--- config.mk ---
export PLATFORM = sky130hd
export DESIGN_NAME = i2s_rx
export DESIGN_NICKNAME = d
export VERILOG_FILES = /design/src/rtl/i2s_rx.sv
export SDC_FILE = /design/constraint.sdc
export NUM_CORES = 1
export LEC_CHECK = 0
export ABC_AREA = 1
export BUFFER_PORTS_ARGS = -buffer_cell sky130_fd_sc_hd__clkbuf_2
export CORE_MARGIN = 2
export CORE_UTILIZATION = 40
export CTS_BUF_LIST = sky130_fd_sc_hd__clkbuf_2 sky130_fd_sc_hd__clkbuf_4 sky130_fd_sc_hd__clkbuf_8
export CTS_CLUSTER_DIAMETER = 30
export DETAILED_ROUTE_END_ITERATION = 7
export GPL_ROUTABILITY_DRIVEN = 0
export GPL_TIMING_DRIVEN = 1
export HOLD_SLACK_MARGIN = 0.12
export SYNTH_ARGS = -nofsm -noshare
export SYNTH_HDL_FRONTEND = slang
export SYNTH_SLANG_ARGS = --single-unit
--- constraint.sdc ---
create_clock -name clk -period 2.05 [get_ports clk]
set_input_delay 0 -clock clk [delete_from_list [all_inputs] [get_ports clk]]
set_output_delay 0 -clock clk [all_outputs]
set_load 0.03 [all_outputs]
--- src/rtl/i2s_rx.sv ---
// I2S slave receiver: oversampled SCK/WS/SD, Philips framing, left/right pair on valid/ready.
// Optional I2S_RX_FRAME_CHECK_EN adds a frame_err pulse for words closing with a short/long count.
module i2s_rx #(
  parameter int unsigned WIDTH       = 16,
  parameter int unsigned SYNC_STAGES = 2
) (
  input  logic             clk,
  input  logic             rst,
  input  logic             i2s_sck,
  input  logic             i2s_ws,
  input  logic             i2s_sd,
  output logic [WIDTH-1:0] left_data,
  output logic [WIDTH-1:0] right_data,
  output logic             valid,
  input  logic             ready,
  output logic             overflow
`ifdef I2S_RX_FRAME_CHECK_EN
  ,
  output logic             frame_err
`endif
);

  localparam int unsigned CW = $clog2(WIDTH + 2);
  localparam logic [CW-1:0] CntFull = CW'(WIDTH);
  localparam logic [CW-1:0] CntMax  = CW'(WIDTH + 1);

  typedef enum logic [1:0] {StSync, StLeft, StRight} state_e;

  state_e r_state, w_state_next;

  logic [SYNC_STAGES-1:0] r_sck_sync, r_ws_sync, r_sd_sync;
  logic                   r_sck_prev, r_ws_prev;
  logic [WIDTH-1:0]       r_shift, r_left_hold, r_left, r_right;
  logic [CW-1:0]          r_cnt;
  logic                   r_valid, r_overflow;

  logic             w_sck, w_ws, w_sd, w_strobe, w_ws_edge;
  logic [WIDTH-1:0] w_word;
  logic [CW-1:0]    w_cnt_next;
  logic             w_left_close, w_pair_done, w_load, w_drop;

  always_ff @(posedge clk or posedge rst) begin
    if (rst) begin
      r_sck_sync <= '0;
      r_ws_sync  <= '0;
      r_sd_sync  <= '0;
      r_sck_prev <= 1'b0;
    end else begin
      r_sck_sync <= {r_sck_sync[SYNC_STAGES-2:0], i2s_sck};
      r_ws_sync  <= {r_ws_sync[SYNC_STAGES-2:0], i2s_ws};
      r_sd_sync  <= {r_sd_sync[SYNC_STAGES-2:0], i2s_sd};
      r_sck_prev <= w_sck;
    end
  end

  assign w_sck     = r_sck_sync[SYNC_STAGES-1];
  assign w_ws      = r_ws_sync[SYNC_STAGES-1];
  assign w_sd      = r_sd_sync[SYNC_STAGES-1];
  assign w_strobe  = w_sck & ~r_sck_prev;
  assign w_ws_edge = w_strobe && (w_ws != r_ws_prev);

  // Word as it stands including this strobe's bit; bits past WIDTH fall off.
  always_comb begin
    w_word = r_shift;
    for (int unsigned i = 0; i < WIDTH; i++) begin
      if (r_cnt == CW'(WIDTH - 1 - i)) w_word[i] = w_sd;
    end
    w_cnt_next = (r_cnt == CntMax) ? r_cnt : r_cnt + 1'b1;
  end

  always_ff @(posedge clk or posedge rst) begin
    if (rst) r_state <= StSync;
    else     r_state <= w_state_next;
  end

  always_comb begin
    w_state_next = r_state;
    w_left_close = 1'b0;
    w_pair_done  = 1'b0;
    if (w_ws_edge) begin
      case (r_state)
        StSync:  if (!w_ws) w_state_next = StLeft;
        StLeft:  if (w_ws) begin
          w_state_next = StRight;
          w_left_close = 1'b1;
        end
        StRight: if (!w_ws) begin
          w_state_next = StLeft;
          w_pair_done  = 1'b1;
        end
        default: w_state_next = StSync;
      endcase
    end
  end

  assign w_load = w_pair_done && (!r_valid || ready);
  assign w_drop = w_pair_done && r_valid && !ready;

  always_ff @(posedge clk or posedge rst) begin
    if (rst) begin
      r_ws_prev   <= 1'b0;
      r_shift     <= '0;
      r_cnt       <= '0;
      r_left_hold <= '0;
      r_left      <= '0;
      r_right     <= '0;
      r_valid     <= 1'b0;
      r_overflow  <= 1'b0;
    end else begin
      if (w_strobe) begin
        r_ws_prev <= w_ws;
        if (w_ws != r_ws_prev) begin
          r_shift <= '0;
          r_cnt   <= '0;
        end else begin
          r_shift <= w_word;
          r_cnt   <= w_cnt_next;
        end
      end
      if (w_left_close) r_left_hold <= w_word;
      r_overflow <= w_drop;
      if (w_load) begin
        r_left  <= r_left_hold;
        r_right <= w_word;
        r_valid <= 1'b1;
      end else if (ready) begin
        r_valid <= 1'b0;
      end
    end
  end

  assign left_data  = r_left;
  assign right_data = r_right;
  assign valid      = r_valid;
  assign overflow   = r_overflow;

`ifdef I2S_RX_FRAME_CHECK_EN
  logic r_frame_err;

  always_ff @(posedge clk or posedge rst) begin
    if (rst) r_frame_err <= 1'b0;
    else     r_frame_err <= w_ws_edge && (r_state != StSync) && (w_cnt_next != CntFull);
  end

  assign frame_err = r_frame_err;
`endif

endmodule

# After elaboration in Yosys (flattened, before gate mapping)
# Cells that the tools add are included.
[classes] add_sub_neg=1 n_eq_ne=22 n_mux=30 n_bitwise=2 n_reduce_logical=13
[op_table] operator="$eq 5x4->1 const B" count=8
[op_table] operator="$mux 1" count=24
[op_table] operator="$eq 5x3->1 const B" count=4
[op_table] operator="$mux 16" count=1
[op_table] operator="$eq 5x2->1 const B" count=2
[op_table] operator="$mux 5" count=2
[op_table] operator="$ne 2x2->1 const B" count=3
[op_table] operator="$add 5x1->5 const B" count=1
[op_table] operator="$eq 5x1->1 const B" count=1
[op_table] operator="$eq 5x5->1 const B" count=1
[op_table] operator="$logic_not 5->1" count=1
[op_table] operator="$logic_and 1x1->1" count=4
[op_table] operator="$mux 2" count=2
[op_table] operator="$pmux 2 s2" count=1
[op_table] operator="$reduce_and 3->1" count=1
[op_table] operator="$eq 2x1->1 const B" count=1
[op_table] operator="$eq 2x2->1 const B" count=1
[op_table] operator="$logic_not 1->1" count=2
[op_table] operator="$logic_not 2->1" count=1
[op_table] operator="$reduce_and 2->1" count=1
[op_table] operator="$reduce_bool 2->1" count=1
[op_table] operator="$reduce_or 2->1" count=1
[op_table] operator="$and 1x1->1" count=1
[op_table] operator="$logic_or 1x1->1" count=1
[op_table] operator="2 further kinds" count=2
[word_totals] ff_bits=81 inputBits=6 output_inout_bits=34

# Depth between registers and ports, before layout
[depth] depth_word=6 depth_mapped=9 ltp_nobuf=9

# Worst setup path before layout
# No wires, ideal clock.
[synth_path] path_kind="register to register" from="register r_valid, in the netlist valid" to="register r_left[0], in the netlist left_data[0]" setup_ns=0.118 t_arrival_ns=1.258 t_required_ns=1.932 slack_ns=0.674 path_stages_with_launch=7 period_less_slack_ns=1.376 cell_sequence="dfrtp_1 -> inv_1 -> nor2_1 -> inv_2 -> buf_1 -> nand4_1 -> nand2_1"
[synth_via] elab_chain_cells=3
[synth_rtl] element="start: declaration" line="35" rtl="logic r_valid, r_overflow;"
[synth_rtl] element="start signal: assignment" line="107" rtl="r_valid <= 1'b0;"
[synth_rtl] element="start signal: assignment" line="125" rtl="r_valid <= 1'b1;"
[synth_rtl] element="start signal: assignment" line="127" rtl="r_valid <= 1'b0;"
[synth_rtl] element="$logic_not 1->1" line="96" rtl="assign w_load = w_pair_done && (!r_valid || ready);"
[synth_rtl] element="$logic_or 1x1->1" line="96"
[synth_rtl] element="$logic_and 1x1->1" line="96"
[synth_rtl] element="end signal: assignment" line="123" rtl="r_left <= r_left_hold;"
[synth_rtl] element="end: declaration" line="33" rtl="logic [WIDTH-1:0] r_shift, r_left_hold, r_left, r_right;"
# No other way between the ends.
# A chain may end at the register's enable or synchronous reset.

# Worst setup path in the final report
[layout_path] from="register r_cnt[0]" to="register r_shift[0]"
[layout_via] elab_chain_cells=3
[layout_rtl] element="start: declaration" line="34" rtl="logic [CW-1:0] r_cnt;"
[layout_rtl] element="start signal: assignment" line="117" rtl="r_cnt <= w_cnt_next;"
[layout_rtl] element="$eq 5x4->1" line="66" rtl="if (r_cnt == CW'(WIDTH - 1 - i)) w_word[i] = w_sd;"
[layout_rtl] element="$mux 1" line="66"
[layout_rtl] element="$mux 16" line="112" rtl="if (w_ws != r_ws_prev) begin"
[layout_rtl] element="end signal: assignment" line="116" rtl="r_shift <= w_word;"
[layout_rtl] element="end: declaration" line="33"
# No other way between the ends.

==> Implementation_results.wiki <==
{| class="wikitable"
! Metric !! Value
|-
| Crit Path Max Fanout || 6
|-
| Pin count of the biggest net entering global routing || 66
|-
| Critical Path Source Type || register
|-
| Largest clock skew in the final design || 10.8 ps
|-
| Worst Hold Class || in -> async
|-
| Number of antenna violations at the first check in global routing || 0
|-
| Number of buffer cells added on primary ports || 39
|-
| Clock slew at the register clock pins of the worst setup and hold paths || 80 ps
|-
| Most used DFF post-synth || sky130_fd_sc_hd__dfrtp_1
|-
| Final-report setup violation count || 0
|-
| Critical-path cell with the highest stage delay || sky130_fd_sc_hd__dfrtp_1
|-
| Clock buffers created by TritonCTS || 9
|-
| Setup tns final || 0 ps
|-
| Final worst-path cycle share || 0.822
|-
| Starting Density || 0.405
|-
| Flop-to-flop setup slack || 360 ps
|-
| Total global routing track utilization || 0.171
|-
| Post-layout min period || 1690 ps
|-
| Core Rows || 35
|-
| Count of unresolved DRC violations after routing || 0
|-
| Number of post-CTS setup repair buffers || 0
|-
| First-pass detailed-route iteration total || 4
|-
| Clock sinks || 81
|-
| Sequential group share of total power || 0.536
|-
| Total Die Area || 0.0100 mm2
|-
| Synthesized instance count || 446
|-
| Cell at the root of the clock tree || sky130_fd_sc_hd__clkbuf_8
|-
| DRT antenna net count || 0
|-
| Power Internal || 0.00233 W
|-
| Congestion Overflow GR || 0
|-
| Average detailed-routed wire length per instance || 12.7 um
|-
| Final hold slack || 183 ps
|-
| Total power density per cell area || 785 mW/mm2
|-
| DRT iter0 DRCs || 114
|-
| Headroom to the max-slew limit || 0.640
|-
| Critical Path RT || 2310 ps
|-
| Nets || 501
|-
| Mean area per synthesized cell || 8.27 um2
|-
| Core area || 0.00911 mm2
|-
| Ports || 40
|-
| Clock latency of the later-clocked register in the worst-skew pair || 350 ps
|-
| Proportion of synthesized chip area in sequential cells || 0.550
|-
| Arrival time of the worst setup path || 1940 ps
|-
| Clk network pwr share || 0.332
|-
| Total of warnings raised by yosys || 0
|-
| Post-detailed-routing wire length || 7.70 mm
|-
| Via count || 2,960
|-
| TritonCTS clock tree || yes
|-
| Max-slew violations || 0
|-
| Number of global-route vias before repair || 2,862
|-
| Combinational family with the most area after synthesis || simple AND/OR/NAND/NOR gates
|-
| Post-synthesis adder-cell area fraction || 0.0170
|-
| Delay of the slowest cell on the worst path || 440 ps
|-
| Area after detailed placement || 0.00397 mm2
|-
| Worst voltage drop across the vdd grid || 0.270 mV
|-
| Die width || 100 um
|-
| Net Count, Synth || 457
|-
| Net Switching || 0.000967 W
|-
| Count of flip-flops with a built-in enable after synthesis || 0
|-
| Post-Synth Simple-Gate Area || 0.371
|-
| Cell variety after synth || 25
|-
| Kind of critical path || reg -> reg
|-
| Final Hold Violating Endpoints || 0
|-
| Series of cell instances along the critical path || ha_1 -> inv_1 -> nor2_1 -> ha_1 -> o21ai_0 -> nand2_1 -> o21ai_0
|-
| Number of inserted diodes || 0
|-
| Outcome || finished, final reports clean
|-
| Max frequency || 593 MHz
|-
| Proportion of synthesized area in mux cells || 0
|-
| Setup repair after global routing missed its margin || false
|-
| Post-synthesis sequential element count || 81
|-
| Combinational share of power || 0.132
|-
| Switching portion of total power || 0.294
|-
| Kind of end point of the critical path || register
|-
| Area of the mapped netlist || 0.00369 mm2
|-
| Die Ht || 100 um
|-
| Leakage dissipation || 2.40 nW
|-
| Detailed Place HPWL || 5.26 mm
|-
| Synthesized-area fraction occupied by xor and xnor cells || 0.00475
|-
| Area grow syn2layout || 13.8%
|-
| Number of H-tree branching levels || 3
|-
| Wire length of the first global-routing pass || 13.7 mm
|-
| Max clock buf depth || 2
|-
| Via density per instance || 4.88
|-
| Ratio of cells with drive above 1 in the final layout || 0.176
|-
| Compound-gate portion of the synthesized area || 0.00679
|-
| Measured slew at the worst slew-check pin || 538 ps
|-
| Cell area after layout || 0.00420 mm2
|-
| Max-Cap Viols || 0
|-
| Share of synthesized registers carrying an async set or reset || 1.00
|}
## synth_stat cells (2+ instances only)
master / count / area share
sky130_fd_sc_hd__buf_6: 3 / 0.0092
sky130_fd_sc_hd__nand2_2: 12 / 0.020
sky130_fd_sc_hd__dfrtp_1: 81 / 0.55
sky130_fd_sc_hd__inv_4: 2 / 0.0034
sky130_fd_sc_hd__nor2_8: 2 / 0.011
sky130_fd_sc_hd__o21ai_0: 4 / 0.0054
sky130_fd_sc_hd__clkbuf_1: 2 / 0.0020
sky130_fd_sc_hd__ha_1: 5 / 0.017
sky130_fd_sc_hd__nand2_1: 242 / 0.25
sky130_fd_sc_hd__inv_1: 16 / 0.016
sky130_fd_sc_hd__nand3_1: 22 / 0.030
sky130_fd_sc_hd__nor2_4: 3 / 0.0092
sky130_fd_sc_hd__buf_2: 6 / 0.0081
sky130_fd_sc_hd__nor2_1: 16 / 0.016
sky130_fd_sc_hd__nand4_1: 16 / 0.027
sky130_fd_sc_hd__inv_2: 5 / 0.0051
## power by group through the flow
stage / clock network (W) / logic, W / registers, W
finish: 0.00109 / 0.000435 / 0.00176
CTS: 0.00114 / 0.000443 / 0.00176
global route: 0.00120 / 0.000495 / 0.00178
global placement: 0 / 0.000427 / 0.00179
floorplan: 0 / 0.000307 / 0.00181
detailed placement: 0 / 0.000435 / 0.00179
## stage by stage
stage / cells / total power, W / worst slack, ps / utilization
global route: 606 / 0.00348 / 157 / 0.461
finish: 606 / 0.00329 / 365 / 0.461
global placement: 586 / 0.00222 / 450 / 0.436
detailed placement: 586 / 0.00223 / 376 / 0.436
CTS: 606 / 0.00334 / 354 / 0.461
floorplan: 446 / 0.00212 / 674 / -
## path summary, 6_finish.rpt
kind	start	cells past startpoint	to
worst min-delay path	rst	3	left_data[13]
max in group asynchronous	rst	4	r_left_hold[4]
worst max-delay path	r_cnt[0]	7	r_shift[0]
worst min register to register	r_sck_sync[0]	0	r_sck_sync[1]
worst max register to register	r_cnt[0]	7	r_shift[0]
min in group clk	ready	4	overflow
## per-layer routing
metal / up-vias / part of all wire / global-route usage
met5: - / 0 / 0
met4: 0 / 0.010 / 0.0569
met3: 5 / 0.041 / 0.0362
met2: 73 / 0.47 / 0.281
met1: 1414 / 0.48 / 0.228
li1: 1468 / - / -
## cells by family (layout without fill, tap and decap cells)
family,count (synthesis),after routing
flops,81,81
compound gates,5,5
simple gates,316,316
fa+ha+maj,5,5
buf+inv,37,86
xor+xnor,2,2
## worst max-delay path: cells and delay by family (launching register included)
family / cells / cell delay, ps
compound gates: 2 / 470
buf+inv: 1 / 80
fa+ha+maj: 2 / 450
flops: 1 / 440
simple gates: 2 / 160
## final cells by class
class / count / area (um2)
Tap cell: 111 / 139
Inverter: 23 / 95.1
Sequential cell: 81 / 2030
Fill cell: 925 / 4910
Timing Repair Buffer: 47 / 278
Clock inverter: 4 / 26.3
Multi-Input combinational cell: 328 / 1470
Clock buffer: 12 / 159
## state kept, by name (all words and copies together) (netlist names)
register     flops
overflow         1
r_sck_sync       2
r_state          2
left_data       16
r_ws_prev        1
r_shift         16
r_cnt            5
right_data      16
valid            1
r_sck_prev       1
r_sd_sync        2
r_ws_sync        2
r_left_hold     16
## layout by cell type, fill, tap and decap left out, types with 11 or more instances in the layout
cell / count
sky130_fd_sc_hd__clkbuf_2: 39
sky130_fd_sc_hd__clkbuf_8: 11
sky130_fd_sc_hd__dfrtp_1: 81
sky130_fd_sc_hd__inv_1: 15
sky130_fd_sc_hd__nand2_1: 242
sky130_fd_sc_hd__nand2_2: 12
sky130_fd_sc_hd__nand3_1: 22
sky130_fd_sc_hd__nand4_1: 16
sky130_fd_sc_hd__nor2_1: 16
## what timing repair did
action	4_1_cts	5_1_grt
hold buffers	4	0
hold endpoints to repair	84	0
resized for setup	0	0
Power figures use the tool's default switching activity.
